File: src/rtl/risc_pkg.sv
// Shared ISA constants for the decode pipeline: opcode codes, instruction
// class codes and the decode-stage FSM state type.
package risc_pkg;

    localparam logic [4:0] OP_AND = 5'd0;
    localparam logic [4:0] OP_EOR = 5'd1;
    localparam logic [4:0] OP_SUB = 5'd2;
    localparam logic [4:0] OP_RSB = 5'd3;
    localparam logic [4:0] OP_ADD = 5'd4;
    localparam logic [4:0] OP_ADC = 5'd5;
    localparam logic [4:0] OP_SBC = 5'd6;
    localparam logic [4:0] OP_TST = 5'd8;
    localparam logic [4:0] OP_TEQ = 5'd9;
    localparam logic [4:0] OP_CMP = 5'd10;
    localparam logic [4:0] OP_CMN = 5'd11;
    localparam logic [4:0] OP_ORR = 5'd12;
    localparam logic [4:0] OP_MOV = 5'd13;
    localparam logic [4:0] OP_BIC = 5'd14;
    localparam logic [4:0] OP_MVN = 5'd15;
    localparam logic [4:0] OP_LDR = 5'd16;
    localparam logic [4:0] OP_STR = 5'd17;
    localparam logic [4:0] OP_B   = 5'd18;
    localparam logic [4:0] OP_BL  = 5'd19;
    localparam logic [4:0] OP_BEQ = 5'd20;
    localparam logic [4:0] OP_BNE = 5'd21;
    localparam logic [4:0] OP_ILL = 5'h1F;

    // DP opcode field value with no defined operation
    localparam logic [3:0] DP_UNDEF = 4'b0111;

    localparam logic [2:0] CLS_DP_REG = 3'b000;
    localparam logic [2:0] CLS_DP_IMM = 3'b001;
    localparam logic [2:0] CLS_LDST   = 3'b010;
    localparam logic [2:0] CLS_BRANCH = 3'b101;

    localparam logic [3:0] COND_EQ = 4'h0;
    localparam logic [3:0] COND_NE = 4'h1;
    localparam logic [3:0] COND_AL = 4'hE;

    typedef enum logic {ST_RUN, ST_STALL} stage_state_e;

endpackage

File: src/rtl/reg_scoreboard.sv
// Pending-write scoreboard: one bit per architectural register, set on issue,
// cleared on write-back, with three busy queries that see same-cycle write-back.
module reg_scoreboard #(
    parameter int unsigned NUM_REGS = 16,
    localparam int unsigned REG_AW  = $clog2(NUM_REGS)
) (
    input  logic                   clk,
    input  logic                   rst,
    input  logic                   set_en,
    input  logic [REG_AW-1:0]      set_idx,
    input  logic                   clr_en,
    input  logic [REG_AW-1:0]      clr_idx,
    input  logic [2:0][REG_AW-1:0] query_idx,
    output logic [2:0]             query_busy
);

    logic [NUM_REGS-1:0] pending;
    logic [NUM_REGS-1:0] pending_nxt;

    // Clear first so a same-cycle set of the same register wins.
    always_comb begin
        pending_nxt = pending;
        if (clr_en) pending_nxt[clr_idx] = 1'b0;
        if (set_en) pending_nxt[set_idx] = 1'b1;
    end

    always_ff @(posedge clk) begin
        if (rst) pending <= '0;
        else     pending <= pending_nxt;
    end

    always_comb begin
        query_busy = '0;
        for (int unsigned k = 0; k < 3; k++) begin
            query_busy[k] = pending[query_idx[k]] && !(clr_en && clr_idx == query_idx[k]);
        end
    end

endmodule

File: src/rtl/decode_stage.sv
// Registered instruction-decode stage with valid/ready handshakes, scoreboard
// hazard stalls, flush, illegal-instruction flagging and a stall counter.
module decode_stage
    import risc_pkg::*;
#(
    parameter int unsigned NUM_REGS = 16,
    parameter int unsigned PC_W     = 32,
    parameter int unsigned IMM_W    = 12,
    parameter int unsigned LINK_REG = 14,
    parameter int unsigned STALL_CW = 16,
    localparam int unsigned REG_AW  = $clog2(NUM_REGS)
) (
    input  logic                clk,
    input  logic                rst,
    input  logic                in_valid,
    output logic                in_ready,
    input  logic [31:0]         in_instr,
    input  logic [PC_W-1:0]     in_pc,
    output logic                out_valid,
    input  logic                out_ready,
    output logic [PC_W-1:0]     out_pc,
    output logic [4:0]          out_opcode,
    output logic [3:0]          out_cond,
    output logic [REG_AW-1:0]   out_rd,
    output logic [REG_AW-1:0]   out_rs1,
    output logic [REG_AW-1:0]   out_rs2,
    output logic [IMM_W-1:0]    out_imm,
    output logic [23:0]         out_boff,
    output logic [4:0]          out_shamt,
    output logic [1:0]          out_shtype,
    output logic                out_imm_f,
    output logic                out_reg_we,
    output logic                out_mem_re,
    output logic                out_mem_we,
    output logic                out_byte,
    output logic                out_br,
    output logic                out_link,
    output logic                out_flags_we,
    output logic                out_illegal,
    input  logic                wb_valid,
    input  logic [REG_AW-1:0]   wb_rd,
    input  logic                flush,
    output logic [STALL_CW-1:0] stall_cycles
);

    logic [4:0]        d_opcode;
    logic [REG_AW-1:0] d_rd, d_rs1, d_rs2;
    logic [IMM_W-1:0]  d_imm;
    logic [23:0]       d_boff;
    logic [4:0]        d_shamt;
    logic [1:0]        d_shtype;
    logic              d_imm_f, d_reg_we, d_mem_re, d_mem_we, d_byte;
    logic              d_br, d_link, d_flags_we, d_illegal;
    logic              use_rs1, use_rs2;

    always_comb begin
        d_opcode   = OP_ILL;
        d_rd       = '0;
        d_rs1      = '0;
        d_rs2      = '0;
        d_imm      = '0;
        d_boff     = '0;
        d_shamt    = '0;
        d_shtype   = '0;
        d_imm_f    = 1'b0;
        d_reg_we   = 1'b0;
        d_mem_re   = 1'b0;
        d_mem_we   = 1'b0;
        d_byte     = 1'b0;
        d_br       = 1'b0;
        d_link     = 1'b0;
        d_flags_we = 1'b0;
        d_illegal  = 1'b0;
        use_rs1    = 1'b0;
        use_rs2    = 1'b0;
        case (in_instr[27:25])
            CLS_DP_REG, CLS_DP_IMM: begin
                if (in_instr[24:21] == DP_UNDEF) begin
                    d_illegal = 1'b1;
                end else begin
                    d_opcode = {1'b0, in_instr[24:21]};
                    d_rd     = REG_AW'(in_instr[15:12]);
                    d_rs1    = REG_AW'(in_instr[19:16]);
                    use_rs1  = (d_opcode != OP_MOV) && (d_opcode != OP_MVN);
                    if (d_opcode inside {OP_TST, OP_TEQ, OP_CMP, OP_CMN}) begin
                        d_flags_we = 1'b1;
                    end else begin
                        d_reg_we   = 1'b1;
                        d_flags_we = in_instr[20];
                    end
                    if (in_instr[25]) begin
                        d_imm   = IMM_W'(in_instr[11:0]);
                        d_imm_f = 1'b1;
                    end else begin
                        d_rs2    = REG_AW'(in_instr[3:0]);
                        d_shamt  = in_instr[11:7];
                        d_shtype = in_instr[6:5];
                        use_rs2  = 1'b1;
                    end
                end
            end
            CLS_LDST: begin
                d_opcode = in_instr[20] ? OP_LDR : OP_STR;
                d_rd     = REG_AW'(in_instr[15:12]);
                d_rs1    = REG_AW'(in_instr[19:16]);
                d_imm    = IMM_W'(in_instr[11:0]);
                d_imm_f  = 1'b1;
                d_byte   = in_instr[22];
                d_reg_we = in_instr[20];
                d_mem_re = in_instr[20];
                d_mem_we = !in_instr[20];
                use_rs1  = 1'b1;
                // a store reads its data register through the rs2 port
                if (!in_instr[20]) begin
                    d_rs2   = REG_AW'(in_instr[15:12]);
                    use_rs2 = 1'b1;
                end
            end
            CLS_BRANCH: begin
                d_br   = 1'b1;
                d_boff = in_instr[23:0];
                if (in_instr[24]) begin
                    d_opcode = OP_BL;
                    d_link   = 1'b1;
                    d_reg_we = 1'b1;
                    d_rd     = REG_AW'(LINK_REG);
                end else if (in_instr[31:28] == COND_EQ) begin
                    d_opcode = OP_BEQ;
                end else if (in_instr[31:28] == COND_NE) begin
                    d_opcode = OP_BNE;
                end else begin
                    d_opcode = OP_B;
                end
            end
            default: d_illegal = 1'b1;
        endcase
    end

    logic [2:0][REG_AW-1:0] q_idx;
    logic [2:0]             q_pend, q_busy, q_use;
    logic                   hazard, accept, issue;

    assign q_idx = {d_rd, d_rs2, d_rs1};
    assign q_use = {d_reg_we, use_rs2, use_rs1};

    // A staged writer has not yet reached the scoreboard, so it is checked here.
    always_comb begin
        q_busy = '0;
        for (int unsigned k = 0; k < 3; k++) begin
            q_busy[k] = q_pend[k] || (out_valid && out_reg_we && out_rd == q_idx[k]);
        end
    end

    assign hazard   = in_valid && |(q_use & q_busy);
    assign in_ready = !flush && !hazard && (!out_valid || out_ready);
    assign accept   = in_valid && in_ready;
    assign issue    = out_valid && out_ready;

    reg_scoreboard #(.NUM_REGS(NUM_REGS)) u_scoreboard (
        .clk        (clk),
        .rst        (rst),
        .set_en     (issue && out_reg_we),
        .set_idx    (out_rd),
        .clr_en     (wb_valid),
        .clr_idx    (wb_rd),
        .query_idx  (q_idx),
        .query_busy (q_pend)
    );

    always_ff @(posedge clk) begin
        if (rst) begin
            out_valid    <= 1'b0;
            out_pc       <= '0;
            out_opcode   <= OP_ILL;
            out_cond     <= COND_AL;
            out_rd       <= '0;
            out_rs1      <= '0;
            out_rs2      <= '0;
            out_imm      <= '0;
            out_boff     <= '0;
            out_shamt    <= '0;
            out_shtype   <= '0;
            out_imm_f    <= 1'b0;
            out_reg_we   <= 1'b0;
            out_mem_re   <= 1'b0;
            out_mem_we   <= 1'b0;
            out_byte     <= 1'b0;
            out_br       <= 1'b0;
            out_link     <= 1'b0;
            out_flags_we <= 1'b0;
            out_illegal  <= 1'b0;
        end else if (flush) begin
            out_valid <= 1'b0;
        end else if (accept) begin
            out_valid    <= 1'b1;
            out_pc       <= in_pc;
            out_opcode   <= d_opcode;
            out_cond     <= in_instr[31:28];
            out_rd       <= d_rd;
            out_rs1      <= d_rs1;
            out_rs2      <= d_rs2;
            out_imm      <= d_imm;
            out_boff     <= d_boff;
            out_shamt    <= d_shamt;
            out_shtype   <= d_shtype;
            out_imm_f    <= d_imm_f;
            out_reg_we   <= d_reg_we;
            out_mem_re   <= d_mem_re;
            out_mem_we   <= d_mem_we;
            out_byte     <= d_byte;
            out_br       <= d_br;
            out_link     <= d_link;
            out_flags_we <= d_flags_we;
            out_illegal  <= d_illegal;
        end else if (issue) begin
            out_valid <= 1'b0;
        end
    end

    stage_state_e state, state_nxt;

    always_comb begin
        state_nxt = state;
        case (state)
            ST_RUN:   if (hazard)  state_nxt = ST_STALL;
            ST_STALL: if (!hazard) state_nxt = ST_RUN;
            default:               state_nxt = ST_RUN;
        endcase
        if (flush) state_nxt = ST_RUN;
    end

    always_ff @(posedge clk) begin
        if (rst) begin
            state        <= ST_RUN;
            stall_cycles <= '0;
        end else begin
            state <= state_nxt;
            if (state == ST_STALL && stall_cycles != '1) begin
                stall_cycles <= stall_cycles + STALL_CW'(1);
            end
        end
    end

endmodule

File: config.mk
export PLATFORM = sky130hd
export DESIGN_NAME = decode_stage
export DESIGN_NICKNAME = d
export VERILOG_FILES = /design/src/rtl/risc_pkg.sv /design/src/rtl/reg_scoreboard.sv /design/src/rtl/decode_stage.sv
export SDC_FILE = /design/constraint.sdc
export NUM_CORES = 1
export LEC_CHECK = 0
export ABC_CLOCK_PERIOD_IN_PS = 3600
export CORE_MARGIN = 2
export CORE_UTILIZATION = 44
export CTS_CLUSTER_DIAMETER = 40
export DETAILED_ROUTE_END_ITERATION = 10
export PLACE_DENSITY = 0.78
export SYNTH_ARGS = -nofsm -noshare
export SYNTH_HDL_FRONTEND = slang
export SYNTH_SLANG_ARGS = --single-unit
File: constraint.sdc
create_clock -name clk -period 3.6 [get_ports clk]
set_input_delay 0.72 -clock clk [delete_from_list [all_inputs] [get_ports clk]]
set_output_delay 0.72 -clock clk [all_outputs]
set_load 0.02 [all_outputs]
# [After elaboration in Yosys (flattened, before gate mapping)]
# Cells that the tools add are included.
[word_totals] out_inout_bits=123 reg_bits=139
[classes] n_reduce_logical=40 eq_ne=18 bitwise_logic=5 n_lt_le_gt_ge=7 n_mux=63 addsub=1
[ops] cell="2-to-1 mux 16 bit" n=2
[ops] cell="2-to-1 mux 1 bit" n=27
[ops] cell="< comparator 4 x 5 -> 1 bit, second input constant" n=5
[ops] cell="== test 4 bit" n=6
[ops] cell="2-to-1 mux 12 bit" n=2
[ops] cell="2-to-1 mux 24 bit" n=1
[ops] cell="2-to-1 mux 4 bit" n=6
[ops] cell="one-hot mux 12 bit (2 select lines)" n=1
[ops] cell="logical AND 1 bit" n=20
[ops] cell="2-to-1 mux 5 bit" n=4
[ops] cell="adder 16 x 1 -> 16 bit, second input constant" n=1
[ops] cell="AND 16 bit" n=1
[ops] cell="== test 4 bit, second input constant" n=4
[ops] cell="inequality test 16 bit, second input constant" n=1
[ops] cell="inverter 16 bit" n=1
[ops] cell="OR 16 bit" n=1
[ops] cell="one-hot mux 4 bit (2 select lines)" n=2
[ops] cell="one-hot mux 5 bit (3 select lines)" n=1
[ops] cell="binary-select mux 1 bit (select 4 bit)" n=3
[ops] cell="one-hot mux 4 bit (3 select lines)" n=1
[ops] cell="2-to-1 mux 3 bit" n=3
[ops] cell="demux 1 bit (select 4 bit)" n=2
[ops] cell="greater-or-equal comparator 4 x 1 -> 1 bit, second input constant" n=2
[ops] cell="inequality test 4 bit, second input constant" n=2
[ops] cell="19 further kinds" n=35

# [Logic depth before layout (Yosys ltp)]
[logic_depth] ltp_word=16 ltp_mapped=13

# [Modules after synthesis]
# Synthesis repeated with hierarchy kept, for this count alone.
[unflattened] hier_cells=773 hier_area_um2=7176.9
[by_module_without_submodules] mod="decode_stage" instances=1 cells_each=643 area_each_um2=5921.9 seq_area_each_um2=2462.4
[by_module_without_submodules] mod="reg_scoreboard" instances=1 cells_each=130 area_each_um2=1255.0 seq_area_each_um2=320.3

# [Worst setup path before layout]
# OpenSTA, ideal clock, no wires.
[synth_timing] path_kind="input port to output port" startpoint="input port in_instr[16]" endpoint="output port in_ready" arrival_ns=3.077 slack_ns=-0.197 stages=12 cell_sequence="clkbuf_1 > mux2_2 > a21oi_1 > a31oi_1 > o41ai_2 > o32ai_1 > or3_1 > buf_4 > buf_2 > buf_6 > nor3_2 > o21a_1"
[synth_between] elab_chain_len=13
[synth_rtl] element="start: declaration" line="decode_stage.sv:17" source="input logic [31:0] in_instr,"
[synth_rtl] element="2-to-1 mux 4 bit" line="decode_stage.sv:78" source="if (in_instr[24:21] == DP_UNDEF) begin"
[synth_rtl] element="one-hot mux 4 bit (2 select lines) *" line="decode_stage.sv:76" source="case (in_instr[27:25])"
[synth_rtl] element="parallel branches: the longest is 4 deep, another holds binary-select mux 1 bit (select 4 bit)"
[synth_rtl] element="logical OR 1 bit *" line="decode_stage.sv:150" source="q_busy[k] = q_pend[k] || (out_valid && out_reg_we && out_rd == q_idx[k]);"
[synth_rtl] element="AND 3 bit *" line="decode_stage.sv:154" source="assign hazard = in_valid && |(q_use & q_busy);"
[synth_rtl] element="OR reduction 3 bit *" line="decode_stage.sv:154"
[synth_rtl] element="logical AND 1 bit *" line="decode_stage.sv:154"
[synth_rtl] element="zero test 1 bit *"
[synth_rtl] element="logical AND 1 bit * (2 in a row)" line="decode_stage.sv:155" source="assign in_ready = !flush && !hazard && (!out_valid || out_ready);"
[synth_rtl] element="end: declaration" line="decode_stage.sv:16" source="output logic in_ready,"
# Every way passes the cells marked *. The select of a mux whose other input is x is not followed.

# [Worst setup path in the final report]
[layout_timing] startpoint="input port in_instr[24]" endpoint="output port in_ready"
[layout_between] elab_chain_len=14
[layout_rtl] element="parallel branches: the longest is 8 deep, another holds == test 4 x 3 -> 1 bit"
[layout_rtl] element="AND 3 bit *" line="decode_stage.sv:154"
[layout_rtl] element="OR reduction 3 bit *" line="decode_stage.sv:154"
[layout_rtl] element="logical AND 1 bit *" line="decode_stage.sv:154"
[layout_rtl] element="zero test 1 bit *"
[layout_rtl] element="logical AND 1 bit * (2 in a row)" line="decode_stage.sv:155"
# Marks and branches as above.

==> qor.yml <==
maxCapViolCount: 0
p_total_mw: 4.225
fillers: 1289
first_pass_iters: 6
diodes: 0
portBuffers: 196
timing.fmax_mhz: 277.7
place_congestion: 0.9572
tightest_slew_ns: 0.7462
start_kind: "input pin"
rsz0062_at_grt: "true"
hold_viol: 0
worst_slack_ns: -0.001356
yosysTopAreaCell: "dfxtp_1"
synth_top_family_by_area: "simple AND/OR/NAND/NOR gates"
fin_tns_setup_ns: -0.001356
synth.avg_cell_area_um2: 8.322
clock_path_buffers: 2
critPathMaxStageDelay_ns: 0.36
rows: 47
synthSimpleGateAreaFrac_pct: 23.41
p_per_area_mw_per_mm2: 370.0
cts_buffers: 17
place_area_mm2: 0.01032
finalSetupViolations: 1
ys_warn_count: 0
routed_wl_mm: 26.81
syn_area_mm2: 0.007398
cp_cell_sequence: "buf_6 > nand4b_4 > a21o_1 > buf_6 > buf_4 > a21oi_2 > xnor2_2 > a311oi_4 > or3_4 > nor3_4 > o21a_2 > buf_6"
cp_data_required_time_ns: 2.88
start_util_pct: 44.77
ant_nets: 0
via_per_inst: 5.843
cts_hold_buf: 0
p_leak_nw: 4.367
io-pin-count: 197
synth-async-reset-ratio_pct: 0
status: "finished with violations"
cp_max_fo: 5
final.min_clock_period_ns: 3.601
die_area_mm2: 0.01787
synth_edf_count: 0
grt_use_total_pct: 28.64
root_buffer: "clkbuf_16"
synth-seq-cells: 139
crit_arrival_ns: 2.88
min_period_over_period_pct: 100.0
muxShareOfSynthArea_pct: 8.287
peakVddDrop_mv: 0.3271
synth_top_flop_cell: "dfxtp_1"
finalClockSkew_ns: 0.01049
endpoint_kind: "output port"
seqPwrFrac_pct: 38.1
p_int_mw: 2.975
grt_pass1_wl_mm: 40.94
clkSlewWorstSetupHoldPaths_ns: 0.07
relSlewSlack_pct: 50.25
yosysSeqAreaShare_pct: 37.61
overflow: 0
antenna_found_initial: 0
critPathMostFrequentCell: "buf_6"
netlist_instances: 889
synth_compound_area_share_pct: 21.41
p_comb_share_pct: 20.2
grt_start_max_net_pins: 60
htreeDepth: 4
violations: "setup timing"
switching_share_pct: 29.58
synth_adder_area_share_pct: 0.1691
ys_types: 70
synth_xor_xnor_area_share_pct: 2.841
rrSetupSlack_ns: 0.47
path_class: "input pin to output port"
synthTopCellsByArea: "dfxtp_1, mux2i_1, nand2_1"
chipHeight_um: 133.7
syn_nets: 964
layout-drive-gt1-share_pct: 24.34
p_clk_share_pct: 41.7
regArea_mm2: 0.002783
hpwlAfterDp_mm: 18.23
slowest_stage: "or3_4"
num_vias: 8151
drc: 0
synth_top_area_share_pct: 37.61
wire_per_inst_um: 19.22
nets: 1237
grt_pass1_vias: 7715
clock_sinks: 139
drv_slew: 0
core_area_mm2: 0.01652
clk_latency_ns: 0.43
cts_tree: "built"
dieWidth_um: 133.7
fin_area_mm2: 0.01142
multi_input_area_mm2: 0.004468
drt_iter0_markers: 586
min_path_type: "flip-flop to flip-flop"
switching_power_mw: 1.250
syn2layout_area_growth_pct: 54.35
[area by class of cell]
| type | instances | area share (%) |
|---|---|---|
| sequential | 139 | 24.37 |
| inverter | 12 | 0.3944 |
| timing repair buffer | 346 | 28.62 |
| clock inverter | 13 | 1.118 |
| tap | 220 | 2.410 |
| clock buffer | 19 | 3.966 |
| multi-input combinational | 646 | 39.13 |
[metal layers]
layer  up-vias  share of wire, %  track usage (%)
met5         -                 0                0
met4         0               3.2            10.52
met3        77               8.4            7.040
met2       403                47            46.19
met1      3843                42            37.25
li1       3828                 -                -
[layout by cell type (no fill, tap or decap), types with 10 or more instances in the layout]
master and n:
nand3_1 31, nor3_1 10, nor4_1 25, nand4_1 39
a31o_2 22, nor2b_1 22, buf_6 21, xnor2_1 10
a31oi_1 14, buf_12 11, o21ai_0 28, o31ai_1 37
dfxtp_1 139, clkbuf_16 17, a211oi_1 12, a21oi_1 63
nor2_1 39, nand2_1 109, mux2i_1 53, inv_1 11
buf_4 125, clkdlybuf4s50_1 174, xor2_1 10
[logic make-up (layout without fill, tap and decap cells)]
kind of cell,after synthesis,count (layout)
AO/OA/AOI/OAI,232,232
XOR/XNOR,24,24
adder cells (fa/ha/maj),1,1
buffers and inverters,104,390
flip-flops,139,139
multiplexers,58,58
AND/OR/NAND/NOR,331,331
[power by group through the flow]
| stage | Sequential [mW] | Clock, mW | Combinational (mW) |
|---|---|---|---|
| floorplan | 1.69 | 0 | 0.357 |
| global placement | 1.64 | 0 | 0.766 |
| detailed placement | 1.64 | 0 | 0.770 |
| CTS | 1.61 | 1.77 | 0.799 |
| global route | 1.61 | 1.84 | 0.901 |
| finish | 1.61 | 1.76 | 0.855 |
[path summary, 6_finish.rpt]
kind | to | from | cells past startpoint
setup reg to reg | out_cond[1] | out_rd[3] | 9
hold / removal | out_shtype[1] | out_shtype[1] | 2
hold reg to reg | out_shtype[1] | out_shtype[1] | 2
setup / recovery | in_ready | in_instr[24] | 12
[state kept, by name, indices dropped and copies added (netlist names), 2 cells and up]
| register | cells |
|---|---|
| out_pc | 32 |
| out_rs1 | 4 |
| u_scoreboard.pending | 16 |
| stall_cycles | 16 |
| out_shtype | 2 |
| out_opcode | 5 |
| out_rd | 4 |
| out_shamt | 5 |
| out_boff | 24 |
| out_rs2 | 4 |
| out_imm | 12 |
| out_cond | 4 |
[cell usage after synthesis, types with 6 or more instances]
cell type / n
dfxtp_1: 139
nand2_1: 110
a21oi_1: 66
clkbuf_1: 57
mux2i_1: 53
nor2_1: 40
nand4_1: 39
o31ai_1: 37
o21ai_0: 35
nand3_1: 32
nor4_1: 28
a31o_2: 22
nor2b_1: 22
buf_2: 20
a31oi_1: 15
a211oi_1: 13
xnor2_1: 13
nor3_1: 12
inv_1: 11
xor2_1: 11
or3_1: 10
buf_4: 9
a32oi_1: 7
and3_1: 6
or2_2: 6
[critical path, delay by kind of cell]
| kind | cells | cell delay, ns |
|---|---|---|
| AOI/OAI and AO/OA | 4 | 0.75 |
| xor gates and xnor gates | 1 | 0.16 |
| buffers and inverters | 4 | 0.50 |
| and+or+nand+nor | 3 | 0.76 |
[metrics by stage]
step	setup slack (ns)	util (%)	hold WS (ns)	instances
floorplan	-0.05897	-	0.4651	889
global placement	-1.013	62.44	0.4420	1336
detailed placement	-1.050	62.44	0.4473	1336
CTS	-0.04732	67.27	0.4664	1384
global route	-0.08052	69.11	0.4799	1395
finish	-0.001356	69.11	0.4640	1395
[what timing repair did]
item / CTS / global route
setup buffers: 17 / 12
cloned: 0 / 0
pin swaps: 23 / 28
setup endpoints to repair: 57 / 3
endpoints found under the hold margin: 0 / 0
gates resized for setup: 75 / 64
No activity file was read; power rests on OpenSTA's default activity.
